===== src/rtl/tnn_pkg.sv =====
// Shared definitions for the tnndirect self-test slice.
//   tnn_state_e  : test sequencer FSM states
//   tnn_latency  : classifier latency in cycles (features shifted in, then hidden layer)
//   tnn_width    : bits needed to hold values 0..n-1, never below 1
package tnn_pkg;

  typedef enum logic [2:0] {
    IDLE, FETCH, LATCH, RSTP, RUN, REPORT, DONE
  } tnn_state_e;

  function automatic int tnn_latency(input int feat, input int hidden);
    return feat + hidden;
  endfunction

  // A one-value range still needs a 1-bit port.
  function automatic int tnn_width(input int n);
    return (n <= 2) ? 1 : $clog2(n);
  endfunction

endpackage


===== src/rtl/tnn_cycle_timer.sv =====
// Loadable down-counter that times the classifier run window.
//   clk, rst : clock, synchronous active-high reset
//   load     : load LAT-1; the counter then reaches 0 on the LAT-th cycle
//   expire   : counter is at 0 (meaningful only after a load)
module tnn_cycle_timer
  import tnn_pkg::*;
#(
  parameter int LAT = 52,
  parameter int TW  = tnn_width(LAT + 1)
) (
  input  logic clk,
  input  logic rst,
  input  logic load,
  output logic expire
);

  logic [TW-1:0] cnt_q, cnt_d;

  always_comb begin
    cnt_d = cnt_q;
    if (load)               cnt_d = TW'(LAT - 1);
    else if (cnt_q != '0)   cnt_d = cnt_q - TW'(1);
  end

  always_ff @(posedge clk) begin
    if (rst) cnt_q <= '0;
    else     cnt_q <= cnt_d;
  end

  assign expire = (cnt_q == '0);

endmodule


===== src/rtl/tnn_test_sequencer.sv =====
// On-chip self-test driver for a tnndirect classifier.
// Walks the test ROM, drives each feature vector into the classifier after a
// one-cycle classifier reset, waits the fixed latency, scores the prediction
// against the golden label and offers the result on a valid/ready stream.
//   clk, rst          : clock, synchronous active-high reset
//   start             : pulse, begins a run from IDLE or DONE
//   tc_addr           : ROM address; tc_data/tc_label arrive one cycle later
//   dut_data, dut_rst : registered classifier drive
//   dut_prediction    : classifier output, sampled at the end of the run window
//   res_*             : result stream (valid/ready), held while stalled
//   correct_cnt       : accepted correct results this run
//   busy, done        : run in progress / run complete
module tnn_test_sequencer
  import tnn_pkg::*;
#(
  parameter int FEAT_CNT   = 12,
  parameter int HIDDEN_CNT = 40,
  parameter int FEAT_BITS  = 4,
  parameter int CLASS_CNT  = 6,
  parameter int TEST_CNT   = 1000,
  parameter int LAT        = tnn_latency(FEAT_CNT, HIDDEN_CNT),
  parameter int AW         = tnn_width(TEST_CNT),
  parameter int PW         = tnn_width(CLASS_CNT),
  parameter int CW         = tnn_width(TEST_CNT + 1),
  parameter int DW         = FEAT_BITS * FEAT_CNT
) (
  input  logic          clk,
  input  logic          rst,
  input  logic          start,
  output logic [AW-1:0] tc_addr,
  input  logic [DW-1:0] tc_data,
  input  logic [PW-1:0] tc_label,
  output logic [DW-1:0] dut_data,
  output logic          dut_rst,
  input  logic [PW-1:0] dut_prediction,
  output logic          res_valid,
  input  logic          res_ready,
  output logic [AW-1:0] res_index,
  output logic [PW-1:0] res_pred,
  output logic          res_correct,
  output logic [CW-1:0] correct_cnt,
  output logic          busy,
  output logic          done
);

  tnn_state_e    state_q, state_d;
  logic [AW-1:0] idx_q, idx_d;
  logic [DW-1:0] dut_data_q, dut_data_d;
  logic [PW-1:0] label_q, label_d;
  logic          dut_rst_q, dut_rst_d;
  logic          res_valid_q, res_valid_d;
  logic [AW-1:0] res_index_q, res_index_d;
  logic [PW-1:0] res_pred_q, res_pred_d;
  logic          res_correct_q, res_correct_d;
  logic [CW-1:0] cnt_q, cnt_d;
  logic          tmr_load, tmr_expire;

  // Loaded in RSTP so it hits zero on the last of the LAT RUN cycles.
  assign tmr_load = (state_q == RSTP);

  tnn_cycle_timer #(.LAT(LAT)) u_timer (
    .clk    (clk),
    .rst    (rst),
    .load   (tmr_load),
    .expire (tmr_expire)
  );

  always_comb begin
    state_d       = state_q;
    idx_d         = idx_q;
    dut_data_d    = dut_data_q;
    label_d       = label_q;
    res_valid_d   = res_valid_q;
    res_index_d   = res_index_q;
    res_pred_d    = res_pred_q;
    res_correct_d = res_correct_q;
    cnt_d         = cnt_q;
    case (state_q)
      IDLE, DONE: begin
        if (start) begin
          idx_d   = '0;
          cnt_d   = '0;
          state_d = FETCH;
        end
      end
      FETCH: state_d = LATCH;
      LATCH: begin
        dut_data_d = tc_data;
        label_d    = tc_label;
        state_d    = RSTP;
      end
      RSTP: state_d = RUN;
      RUN: begin
        if (tmr_expire) begin
          res_pred_d    = dut_prediction;
          res_correct_d = (dut_prediction == label_q);
          res_index_d   = idx_q;
          res_valid_d   = 1'b1;
          state_d       = REPORT;
        end
      end
      REPORT: begin
        if (res_ready) begin
          res_valid_d = 1'b0;
          cnt_d       = cnt_q + CW'(res_correct_q);
          if (idx_q == AW'(TEST_CNT - 1)) begin
            state_d = DONE;
          end else begin
            idx_d   = idx_q + AW'(1);
            state_d = FETCH;
          end
        end
      end
      default: state_d = IDLE;
    endcase
    // Registered from the next state so dut_rst lines up with the state it belongs to;
    // the classifier is only released while running or holding a result.
    dut_rst_d = !((state_d == RUN) || (state_d == REPORT));
  end

  always_ff @(posedge clk) begin
    if (rst) begin
      state_q       <= IDLE;
      idx_q         <= '0;
      dut_data_q    <= '0;
      label_q       <= '0;
      dut_rst_q     <= 1'b1;
      res_valid_q   <= 1'b0;
      res_index_q   <= '0;
      res_pred_q    <= '0;
      res_correct_q <= 1'b0;
      cnt_q         <= '0;
    end else begin
      state_q       <= state_d;
      idx_q         <= idx_d;
      dut_data_q    <= dut_data_d;
      label_q       <= label_d;
      dut_rst_q     <= dut_rst_d;
      res_valid_q   <= res_valid_d;
      res_index_q   <= res_index_d;
      res_pred_q    <= res_pred_d;
      res_correct_q <= res_correct_d;
      cnt_q         <= cnt_d;
    end
  end

  assign tc_addr     = idx_q;
  assign dut_data    = dut_data_q;
  assign dut_rst     = dut_rst_q;
  assign res_valid   = res_valid_q;
  assign res_index   = res_index_q;
  assign res_pred    = res_pred_q;
  assign res_correct = res_correct_q;
  assign correct_cnt = cnt_q;
  assign busy        = (state_q != IDLE) && (state_q != DONE);
  assign done        = (state_q == DONE);

endmodule


===== config.mk =====
export PLATFORM = sky130hd
export DESIGN_NAME = tnn_test_sequencer
export DESIGN_NICKNAME = d
export VERILOG_FILES = /design/src/rtl/tnn_pkg.sv /design/src/rtl/tnn_cycle_timer.sv /design/src/rtl/tnn_test_sequencer.sv
export SDC_FILE = /design/constraint.sdc
export NUM_CORES = 1
export LEC_CHECK = 0
export ABC_AREA = 1
export CAP_MARGIN = 20
export CORE_UTILIZATION = 48
export DETAILED_ROUTE_END_ITERATION = 12
export HOLD_SLACK_MARGIN = 0.06
export PLACE_DENSITY = 0.88
export SLEW_MARGIN = 20
export SYNTH_ARGS = -nofsm -noshare
export SYNTH_HDL_FRONTEND = slang
export SYNTH_SLANG_ARGS = --single-unit

===== constraint.sdc =====
create_clock -name clk -period 4.7 [get_ports clk]
set_clock_uncertainty 0.05 [all_clocks]
set_input_delay 0.94 -clock clk [delete_from_list [all_inputs] [get_ports clk]]
set_output_delay 0.94 -clock clk [all_outputs]
set_load 0.01 [all_outputs]

==> impl_metrics.yaml <==
floorplan:
  core_area_sq_um: 7930
  die-height_um: 93.5
  row_count: 32
  start_util_pct: 50.6
  ios: 144
  die_area_sq_um: 8730
  die_x_um: 93.5
global_route:
  grt_max_degree: 69
  antenna_found_initial: 0
  grt_pass1_vias: 3609
  grt_overflow_total: 0
  grt_pass1_wl_mm: 16.4
  grt_usage_pct: 23.8
cts:
  cts_sinks: 96
  cts_setup_buffers: 0
  cts_max_level: 3
  cts_hold_buf: 0
  cts_tree: "done"
  ctsResizeCount: 0
  cts_buffers: 9
  path_clk_slew_ns: 0.10
  cts_root_buf: "clkbuf_8"
  insertion_delay_ns: 0.37
  max-clock-path-buffers: 2
placed_design:
  place_congestion: 0.845
  port_buffers: 143
  dp_hpwl_mm: 7.48
  pre_cts_ws_ns: 1.79
  place_area_sq_um: 5470
synthesis:
  synth_warnings: 0
  synth_enable_flop_cells: 0
  synth_cell_types: 32
  synth_top_area_share_pct: 47.9
  synthArstFlopShare_pct: 0
  synth_area_leaders: "dfxtp_1 48%, a21oi_1 10%, o21ai_0 8.6%, inv_1 7.9%, nand2_1 5.5%"
  synth-seq-cells: 96
  synth_mux_area_share_pct: 0
  synth_fp_nets: 595
  synth_top_family_by_area: "compound AO/OA/AOI/OAI gates"
  yosysTopAreaCell: "dfxtp_1"
  synthAdderAreaFrac_pct: 1.25
  synth_compound_area_share_pct: 20.2
  syn_avg_cell_area_sq_um: 7.53
  synth-simple-area-share_pct: 17.9
  synth_area_sq_um: 4020
  synth_xor_area_share_pct: 1.53
  synthCells: 533
  synth_flop_cell: "dfxtp_1"
  ys_seq_area_share_pct: 47.9
sta:
  setup_ws_ns: 2.01
  clock.fmax_mhz: 371
  slew_headroom_pct: 54.5
  finalHoldViolCount: 0
  fin_tns_setup_ns: 0
  period_minus_slack_ns: 2.69
  drv_slew: 0
  worstMarginPinSlew_ns: 0.681
  setup_violations: 0
  rsz0062_at_grt: "no"
  finalCritPeriodShare_pct: 57.3
worst_hold_path:
  hold_path.class: "flop to flop"
power_and_ir_drop:
  p_int_w: 0.00161
  switching_power_w: 0.000833
  p_per_area_nw_per_um2: 430
  p_leak_nw: 2.13
  p_seq_share_pct: 43.2
  pwr-share-comb_pct: 33.4
  pwr-share-clk_pct: 23.3
  swShare_pct: 34.0
  ir_drop_mv: 0.241
outcome:
  status: "finished clean"
finish:
  final_common_cell: "clkdlybuf4s50_1"
  nets: 727
  final_cell_mix: "143 x clkdlybuf4s50_1, 96 x dfxtp_1, 85 x inv_1"
  post-route-cell-area_sq_um: 5690
  antenna_cells: 0
  syn_to_final_growth_pct: 41.7
  drive_gt1_share_pct: 5.52
route:
  wl_mm: 10.4
  dr.pass1.iters: 5
  dr_total_vias: 3941
  wl_per_cell_um: 13.5
  ant_nets: 0
  drc: 0
  drtIter0Drc: 160
  viasPerCell: 5.10
setup_path:
  path_max_fanout: 6
  slowest_delay_ns: 0.53
  startpoint_type: "flop"
  path_buf_inv: 3
  crit_type: "flop to primary output"
  worst_ep_arrival_time_ns: 1.70
  crit_chain: "inv_2 > nand2_1 > nand2_1 > inv_1 > clkdlybuf4s50_1"
  required_ns: 3.71
  endpoint_kind: "primary output"
  critPathTopFamily: "buffers and inverters"
  critPathMostFrequentCell: "nand2_1"
  crit_path_top_delay_cell: "clkdlybuf4s50_1"
run:
  maxCapViolations: 0
kinds of logic (layout without fill, tap and decap cells):
group,Yosys count,after routing
AOI/OAI and AO/OA,158,158
and+or+nand+nor,156,156
buffers and inverters,112,249
DFF,96,96
xor gates and xnor gates,7,7
adders and majority gates,4,4
Yosys cell counts (2+ instances only):
library cell,instances
a21oi_1,81
buf_1,2
buf_2,12
buf_6,2
clkbuf_1,8
dfxtp_1,96
ha_1,4
inv_1,85
inv_2,2
nand2_1,59
nand2_2,2
nand2_4,4
nand3_1,16
nand3_2,2
nand4_1,8
nor2_1,52
nor3_1,6
o211ai_1,2
o21ai_0,69
o21ai_1,2
or2_2,3
xor2_1,6
power groups by stage:
stage,logic (W),clock network [W],registers [W]
floorplan,0.000411,0,0.00112
global placement,0.000786,0,0.00107
detailed placement,0.000812,0,0.00107
CTS,0.000818,0.000578,0.00106
global route,0.000908,0.000611,0.00107
finish,0.000818,0.000570,0.00106
registers in the layout, indices dropped and copies added, names as in the netlist:
register	flops
dut_data	48
correct_cnt	10
res_index	10
tc_addr	10
u_timer.cnt_q	6
label_q	3
res_pred	3
state_q	3
dut_rst	1
res_correct	1
res_valid	1
per-layer routing:
layer	share of wire (%)	up-vias	track usage (%)
met4	3.0	0	12.1
met2	51	137	41.2
met5	0	-	0
met1	39	1794	27.3
li1	-	1982	-
met3	6.7	28	5.77
layout make-up:
type / instances / area [sq um]
clock buffers: 9 / 124
clock inverters: 7 / 85.1
well taps: 102 / 128
repair buffers: 145 / 1450
multi-input cells: 325 / 1650
inverters: 88 / 335
flip-flops and latches: 96 / 1920
fillers: 633 / 2240
worst paths after layout:
kind | from | endpoint | slack [ns] | depth (start not counted)
hold / removal | dut_data[35] | dut_data[35] | 0.40 | 2
setup / recovery | state_q[2] | busy | 2.01 | 5
setup reg to reg | u_timer.cnt_q[0] | res_pred[1] | 2.62 | 9
hold reg to reg | dut_data[35] | dut_data[35] | 0.40 | 2
worst min-delay path: cells and delay by family (launching register included):
| family | cells | cell delay, ns |
|---|---|---|
| compound gates | 1 | 0.05 |
| buf+inv | 1 | 0.04 |
| flops | 1 | 0.32 |
per-stage QoR:
stage	power, W	hold slack (ns)	cells	util [%]
floorplan	0.00153	0.385	533	-
global placement	0.00185	0.382	756	69.0
detailed placement	0.00189	0.385	756	69.0
CTS	0.00245	0.400	772	71.7
global route	0.00259	0.415	772	71.8
finish	0.00245	0.397	772	71.8
Note: power is estimated with default switching activity, not from simulation.
